==> src/rtl/mips_muldiv_unit_pkg.sv <==
// Shared types for the HI/LO multiply/divide unit: select encoding, FSM states
// and the iteration-counter width.
package mips_muldiv_unit_pkg;

   typedef enum logic [1:0] {
      HL_HOLD = 2'b00,
      HL_MOVE = 2'b01,
      HL_DIV  = 2'b10,
      HL_MUL  = 2'b11
   } hl_sel_t;

   typedef enum logic [1:0] {
      MD_IDLE = 2'b00,
      MD_RUN  = 2'b01,
      MD_FIX  = 2'b10
   } muldiv_state_t;

   localparam int XLEN_DEFAULT = 32;

   function automatic int md_cnt_width(input int xlen);
      return $clog2(xlen) + 1;
   endfunction

   localparam int MD_CNT_WIDTH = md_cnt_width(XLEN_DEFAULT);

endpackage

==> src/rtl/mips_muldiv_core.sv <==
// Iterative unsigned engine: shift-add multiply or restoring divide, one bit per
// cycle for XLEN cycles. done is high during the cycle of the final step.
module mips_muldiv_core
   import mips_muldiv_unit_pkg::*;
#(
   parameter int XLEN = 32
) (
   input  logic              clk,
   input  logic              rst,
   input  logic              start,
   input  logic              div_mode,
   input  logic [XLEN-1:0]   op_a,
   input  logic [XLEN-1:0]   op_b,
   output logic              done,
   output logic [2*XLEN-1:0] acc
);

   localparam int CNT_W = md_cnt_width(XLEN);

   logic             running;
   logic [CNT_W-1:0] cnt;
   logic             div_mode_q;
   logic [XLEN-1:0]  operand;

   logic [XLEN:0]      mul_sum;
   logic [2*XLEN-1:0]  mul_next;
   logic [XLEN:0]      div_trial;
   logic [XLEN:0]      div_diff;
   logic               div_ok;
   logic [2*XLEN-1:0]  div_next;

   // Multiply: acc = {partial product, remaining multiplier bits}.
   // Divide:   acc = {partial remainder, remaining dividend / quotient bits}.
   always_comb begin
      mul_sum   = {1'b0, acc[2*XLEN-1:XLEN]} + (acc[0] ? {1'b0, operand} : '0);
      mul_next  = {mul_sum, acc[XLEN-1:1]};
      div_trial = {acc[2*XLEN-1:XLEN], acc[XLEN-1]};
      div_diff  = div_trial - {1'b0, operand};
      div_ok    = ~div_diff[XLEN];
      div_next  = {(div_ok ? div_diff[XLEN-1:0] : div_trial[XLEN-1:0]),
                   acc[XLEN-2:0], div_ok};
   end

   assign done = running && (cnt == CNT_W'(XLEN - 1));

   always_ff @(posedge clk) begin
      if (rst) begin
         running <= 1'b0;
         cnt     <= '0;
      end else if (start) begin
         running <= 1'b1;
         cnt     <= '0;
      end else if (running) begin
         cnt <= cnt + 1'b1;
         if (done) running <= 1'b0;
      end
   end

   always_ff @(posedge clk) begin
      if (start) begin
         div_mode_q <= div_mode;
         operand    <= div_mode ? op_b : op_a;
         acc        <= div_mode ? {{XLEN{1'b0}}, op_a} : {{XLEN{1'b0}}, op_b};
      end else if (running) begin
         acc <= div_mode_q ? div_next : mul_next;
      end
   end

endmodule

==> src/rtl/mips_muldiv_unit.sv <==
// HI/LO owner: decodes MULT/DIV/MTHI/MTLO commands, drives the iterative core,
// applies sign fixup and raises busy / div_by_zero / cmd_drop status.
module mips_muldiv_unit
   import mips_muldiv_unit_pkg::*;
#(
   parameter int XLEN = 32
) (
   input  logic            clk,
   input  logic            rst,
   input  logic            hi_write,
   input  logic            lo_write,
   input  logic [1:0]      hi_select,
   input  logic [1:0]      lo_select,
   input  logic            unsigned_mult,
   input  logic            unsigned_div,
   input  logic [XLEN-1:0] rs_data,
   input  logic [XLEN-1:0] rt_data,
   output logic [XLEN-1:0] hi,
   output logic [XLEN-1:0] lo,
   output logic            busy,
   output logic            div_by_zero,
   output logic            cmd_drop
);

   function automatic logic [XLEN-1:0] neg_if(input logic en, input logic [XLEN-1:0] v);
      return en ? (~v + 1'b1) : v;
   endfunction

   function automatic logic [2*XLEN-1:0] neg_if_wide(input logic en,
                                                     input logic [2*XLEN-1:0] v);
      return en ? (~v + 1'b1) : v;
   endfunction

   muldiv_state_t state, next_state;
   hl_sel_t       hsel, lsel;

   logic            start_mul, start_div, start;
   logic            sign_uns, rs_neg, rt_neg;
   logic [XLEN-1:0] rs_abs, rt_abs;
   logic            core_done;
   logic [2*XLEN-1:0] core_acc;

   logic            op_div, neg_res, neg_rem, div_zero;
   logic [XLEN-1:0] rs_hold;

   logic [2*XLEN-1:0] prod_fix;
   logic [XLEN-1:0]   quot_fix, rem_fix;

   assign hsel      = hl_sel_t'(hi_select);
   assign lsel      = hl_sel_t'(lo_select);
   assign start_mul = hi_write && lo_write && (hsel == HL_MUL) && (lsel == HL_MUL);
   assign start_div = hi_write && lo_write && (hsel == HL_DIV) && (lsel == HL_DIV);
   assign start     = (state == MD_IDLE) && (start_mul || start_div);

   // Mult and div each honour only their own signedness flag.
   assign sign_uns = start_div ? unsigned_div : unsigned_mult;
   assign rs_neg   = !sign_uns && rs_data[XLEN-1];
   assign rt_neg   = !sign_uns && rt_data[XLEN-1];
   assign rs_abs   = neg_if(rs_neg, rs_data);
   assign rt_abs   = neg_if(rt_neg, rt_data);

   mips_muldiv_core #(.XLEN(XLEN)) u_core (
      .clk      (clk),
      .rst      (rst),
      .start    (start),
      .div_mode (start_div),
      .op_a     (rs_abs),
      .op_b     (rt_abs),
      .done     (core_done),
      .acc      (core_acc)
   );

   always_ff @(posedge clk) begin
      if (rst) state <= MD_IDLE;
      else     state <= next_state;
   end

   always_comb begin
      next_state = state;
      case (state)
         MD_IDLE: if (start) next_state = MD_RUN;
         MD_RUN:  if (core_done) next_state = MD_FIX;
         MD_FIX:  next_state = MD_IDLE;
         default: next_state = MD_IDLE;
      endcase
   end

   // Operand side-information captured at the start edge.
   always_ff @(posedge clk) begin
      if (start) begin
         op_div   <= start_div;
         neg_res  <= rs_neg ^ rt_neg;
         neg_rem  <= rs_neg;
         div_zero <= (rt_data == '0);
         rs_hold  <= rs_data;
      end
   end

   always_comb begin
      prod_fix = neg_if_wide(neg_res, core_acc);
      quot_fix = neg_if(neg_res, core_acc[XLEN-1:0]);
      rem_fix  = neg_if(neg_rem, core_acc[2*XLEN-1:XLEN]);
   end

   always_ff @(posedge clk) begin
      if (rst) begin
         hi          <= '0;
         lo          <= '0;
         busy        <= 1'b0;
         div_by_zero <= 1'b0;
         cmd_drop    <= 1'b0;
      end else begin
         busy        <= (next_state != MD_IDLE);
         cmd_drop    <= busy && (hi_write || lo_write);
         div_by_zero <= (state == MD_RUN) && core_done && op_div && div_zero;
         if (state == MD_IDLE) begin
            if (hi_write && (hsel == HL_MOVE)) hi <= rs_data;
            if (lo_write && (lsel == HL_MOVE)) lo <= rs_data;
         end else if (state == MD_FIX) begin
            if (op_div) begin
               if (div_zero) begin
                  lo <= '1;
                  hi <= rs_hold;
               end else begin
                  lo <= quot_fix;
                  hi <= rem_fix;
               end
            end else begin
               {hi, lo} <= prod_fix;
            end
         end
      end
   end

endmodule

==> config.mk <==
export PLATFORM = sky130hd
export DESIGN_NAME = mips_muldiv_unit
export DESIGN_NICKNAME = d
export VERILOG_FILES = /design/src/rtl/mips_muldiv_unit_pkg.sv /design/src/rtl/mips_muldiv_core.sv /design/src/rtl/mips_muldiv_unit.sv
export SDC_FILE = /design/constraint.sdc
export NUM_CORES = 1
export LEC_CHECK = 0
export BUFFER_PORTS_ARGS = -buffer_cell sky130_fd_sc_hd__buf_4
export CAP_MARGIN = 5
export CORE_AREA = 2 2 177 179
export CTS_CLUSTER_DIAMETER = 80
export DETAILED_ROUTE_END_ITERATION = 12
export DIE_AREA = 0 0 179 181
export HOLD_SLACK_MARGIN = 0.08
export MAX_ROUTING_LAYER = met4
export PLACE_DENSITY = 0.73
export SYNTH_ARGS = -nofsm -noshare
export SYNTH_HDL_FRONTEND = slang
export SYNTH_SLANG_ARGS = --single-unit
==> constraint.sdc <==
create_clock -name clk -period 5.05 [get_ports clk]
set_input_delay 0.505 -clock clk [delete_from_list [all_inputs] [get_ports clk]]
set_output_delay 0.505 -clock clk [all_outputs]
set_load 0.1 [all_outputs]
# Yosys cells after proc, flatten, opt, wreduce, memory -nomap -nowiden
# Index checks and enable logic that the tools add are counted.
# classes
addsub,8
n_eq_ne,11
mux,29
bitwise_logic,7
reduce_logical,26
# op_table
operator,count
2-to-1 mux 32 bit,18
2-to-1 mux 64 bit,4
"adder 32 x 1 -> 32 bit, second input constant",4
NOT 32 bit,4
"adder 64 x 1 -> 64 bit, second input constant",1
NOT 64 bit,1
adder 32 x 33 -> 33 bit,1
subtractor 33 x 32 -> 33 bit,1
logical NOT 32 bit,1
logical AND 1 bit,15
"== test 2 bit, second input constant",5
"adder 6 x 1 -> 6 bit, second input constant",1
"== test 2 x 1 -> 1 bit, second input constant",3
"== test 6 x 5 -> 1 bit, second input constant",1
nonzero test 2 bit,3
2-to-1 mux 1 bit,4
2-to-1 mux 2 bit,2
"!= test 2 x 1 -> 1 bit, second input constant",2
one-hot mux 2 bit (2 select lines),1
AND reduction 2 bit,2
logical NOT 2 bit,1
logical OR 1 bit,2
OR reduction 2 bit,1
logical NOT 1 bit,1
2 further kinds,2
# totals
register_bits,208
out_inout_bits,67
wordCells,96

# Logic depth before layout (Yosys ltp)
# depth
word_depth,9
depth_mapped,14
depth_no_buf,12

# Cells and area by module
# From an unflattened synthesis, not the netlist that was laid out.
# hier_totals
hier_cells,2073
hier_area_um2,17601.9
# modules_own_cells
module,instances,cells_each,area_per_inst_um2,seq_area_each_um2
mips_muldiv_core,1,977,9087.5,3052.9
mips_muldiv_unit,1,1096,8514.4,2462.4

# Least setup slack after synthesis
# OpenSTA, ideal clock, no wires.
# synth_path
kind,register to register
from,register state[1]
to,"register u_core.acc[0], data pin"
setup_ns,0.378
arrival_ns,3.666
path_slack_ns,1.006
path_stages_with_launch,9
path_buffers,4
period_less_slack_ns,4.044
cell_sequence,dfxtp_1 clkbuf_1 or2_2 clkbuf_1 or3_1 clkbuf_1 clkinv_1 buf_1 a31oi_1
# synth_between
elab_chain_len,3
# synth_lines
item,line,rtl
from (decl),mips_muldiv_unit.sv:34,"muldiv_state_t state, next_state;"
from (signal assigned),mips_muldiv_unit.sv:75,else state <= next_state;
logical NOT 2 bit,mips_muldiv_unit.sv:53,assign start = (state == MD_IDLE) && (start_mul || start_div);
logical AND 1 bit,mips_muldiv_unit.sv:53,
2-to-1 mux 64 bit,mips_muldiv_core.sv:60,if (start) begin
to (signal assigned),mips_muldiv_core.sv:63,"acc <= div_mode ? {{XLEN{1'b0}}, op_a} : {{XLEN{1'b0}}, op_b};"
to (signal assigned),mips_muldiv_core.sv:65,acc <= div_mode_q ? div_next : mul_next;
to (decl),mips_muldiv_core.sv:15,output logic [2*XLEN-1:0] acc
# No other way between the ends.
# A chain may end at the register's enable or synchronous reset.

# Worst setup path in the final report
# layout_path
from,register u_core.acc[0]
to,"register u_core.acc[50], data pin"
# layout_between
elab_chain_len,5
# layout_lines
item,line,rtl
2-to-1 mux 32 bit,mips_muldiv_core.sv:35,"mul_sum = {1'b0, acc[2*XLEN-1:XLEN]} + (acc[0] ? {1'b0, operand} : '0);"
adder 32 x 33 -> 33 bit,mips_muldiv_core.sv:35,
2-to-1 mux 64 bit,mips_muldiv_core.sv:65,
2-to-1 mux 64 bit,mips_muldiv_core.sv:64,end else if (running) begin
2-to-1 mux 64 bit,mips_muldiv_core.sv:60,
# No other way between the ends. The select of a mux whose other input is x is not followed.

==> run metrics <==
Total GRT Usage=37.40%; Top FF cell, synth=edfxtp_1; worst r2r src=u_core.acc[0]$_DFFE_PP_; P per Cell Area=254.4 nW/um^2; top post-synthesis cells by area=edfxtp_1, dfxtp_1, xnor2_1; Core Area=30350 um^2; Clock Tree Buf Depth=3; Peak VDD IR=roughly 340 uV; ANT nets after route=0; mean area per synthesized cell=8.203 um^2; Critical Path Source Type=register; nets=approximately 2200; reg2reg path depth=12; n_diodes=0; Clock transition at path regs=0.06 ns; Synth area leader=edfxtp_1; Die ar.=roughly 32000 um^2; hpwl dp=~45 mm; met2 Use GR=59.55%; P&R area growth vs syn=12.67%; sequential share of the synthesized area=33.22%; outcome=finished, final reports clean; worst reg2reg setup slack=0.81 ns; Mapped Nets=2158; root buf cell=clkbuf_16; pin count of the biggest net entering global routing=76; DR pass1 iterations=8; Final Total Pwr=4733 uW; drt drc=0; Synth top cells by count=nand2_1, a21oi_1, nor2_1; layout cells sized above 1=11.29%; # fillers=between 2000 and 3000; clk_lat worst skew=0.55 ns; met1 global-route usage=around 45%; post-synth top area share=24.01%; RSZ-0062 raised after global routing=false; Hold Crit Class=input port to register; Initial DRC Count=1858; count leader, synth=nand2_1; Worst-Margin Slew=approximately 1.1 ns; Leakage=around 0.0075 uW; post-cts resize count=0; grt ovf=0; FP Rows=64; # placed instances=approximately 2400; Total Neg Setup Slack=0 ns; Die H=181 um; Rel. slew slack=between 20% and 30%; post-CTS setup buffers=0; Tmin final=between 4 and 5 ns; routed len/inst=24.15 um; total clock buffers created by CTS=25; Hold Slack=0.2295 ns; port bufs=140; Die X=between 150 and 200 um; CTS tree=done; GR peak layer=met2; Top Ports=about 140; critical path class=register to register; CP endpoint kind=register; Synth Instances=2013; Worst Hold End=rs_hold[5]$_DFFE_PN_; H-tree Lvls=1; detailed-route via count=about 16000; effective utilization at floorplan=54.41%; vias in the first global route=15483; grt met3 use=4.377%; critical path peak fanout=20; Setup-failing EPs final=0; Worst EP required=5.28 ns; hold buffers post-CTS=0; Hold Vio Cnt, Final=0; number of synthesized flops with an enable pin=132; TritonCTS Sinks=208; Yosys warnings=0; Max Clk Rate=236.0 MHz; Max Cap Viol=0; fin cells=2487; Seq cells post-synth=between 200 and 250; crit path DAT=between 4 and 5 ns; Routability Congestion=1.026; Syn Std Cell Area=16510 um^2; worst hold stages=1; Slew Limit Fails=0; hold_sp=rs_data[5]; part of the cycle the worst path needs=a little over four fifths; vias per cell=6.613; Yosys cell types=70; clock skew=~0.022 ns; asr flop ratio synth=0%; first-pass GRT wire length=90.33 mm; initial antenna violation count=1; FF-to-FF End=u_core.acc[50]$_SDFFCE_PN0P_; detailed-route wire length=60.07 mm
[area by class of cell]
cell class,count,area [um^2],share of cell area (%)
clock buffer,35,769.5,4.136
clock inverter,10,58.81,0.3161
inverter,67,254.0,1.365
multi-input combinational,1606,10300,55.38
sequential,208,5485,29.48
tap,396,495.5,2.663
timing repair buffer,165,1239,6.658
[power by group]
group	internal (uW)	total [uW]	switching (uW)
combinational	311	956	645
sequential	1870	1940	63.7
clock	1070	1840	774
total	3250	4730	1480
[per-stage QoR]
stage	instance area [um^2]	setup WS (ns)	utilization, %
floorplan	16510	1.006	-
global placement	17780	1.084	58.57
detailed placement	17780	0.9474	58.57
CTS	18600	0.9154	61.30
global route	18600	0.4543	61.30
finish	18600	0.8122	61.30
[worst max-delay path, stage by stage, from the launching register on]
cell,delay (ns)
edfxtp_1,0.48
inv_1,0.61
nor2_1,0.19
ha_1,0.34
a211oi_1,0.07
o31ai_1,0.43
o2111ai_1,0.24
a21boi_0,0.48
a311o_1,0.39
a21o_1,0.15
a211oi_1,0.07
a2111oi_0,0.38
a311oi_1,0.09
[routing by layer]
metal | part of all wire (%) | routed length, um | up-vias
li1 | - | - | 7491
met1 | 38 | 22830 | 7889
met2 | 47 | 28320 | 841
met3 | 7.9 | 4726 | 225
met4 | 7.0 | 4192 | 0
met5 | 0 | 0 | -
[logic make-up (layout without fill, tap and decap cells)]
group / Yosys count / after routing / synth area share (%)
simple gates: 656 / 656 / 18.39
compound gates: 594 / 594 / 22.62
flops: 208 / 208 / 33.22
xor+xnor: 206 / 206 / 10.93
buf+inv: 199 / 277 / 4.554
mux: 79 / 79 / 4.819
fa+ha+maj: 71 / 71 / 5.471
[state kept, by name (all words and copies together), names as in the netlist]
signal and cells:
u_core.acc 64, hi 32, lo 32, rs_hold 32, u_core.operand 32, u_core.cnt 6
state 2, busy 1, cmd_drop 1, div_by_zero 1, div_zero 1, neg_rem 1
neg_res 1, u_core.div_mode_q 1, u_core.running 1
[cells in the final DEF, fill, tap and decap left out, drive strengths merged, types with 69 or more instances in the layout]
master  synthesis  final
a21oi         187    187
mux2i          75     75
o21ai         143    143
nand2         254    254
buf            18    165
xor2           94     94
edfxtp        132    132
dfxtp          76     76
nor2          160    160
inv            66     70
ha             69     69
xnor2         112    112
[worst max-delay path by stage]
stage / endpoint / start
final: u_core.acc[50]$_SDFFCE_PN0P_ / u_core.acc[0]$_DFFE_PP_
after detailed placement: u_core.acc[50]$_SDFFCE_PN0P_ / u_core.acc[0]$_DFFE_PP_
after global routing: u_core.acc[50]$_SDFFCE_PN0P_ / u_core.acc[0]$_DFFE_PP_
after global placement: u_core.acc[50]$_SDFFCE_PN0P_ / u_core.acc[0]$_DFFE_PP_
after floorplan: u_core.acc[0]$_DFFE_PP_ / state[1]$_SDFF_PP0_
after CTS: u_core.acc[50]$_SDFFCE_PN0P_ / u_core.acc[0]$_DFFE_PP_
Note: power is estimated with default switching activity, not from simulation.
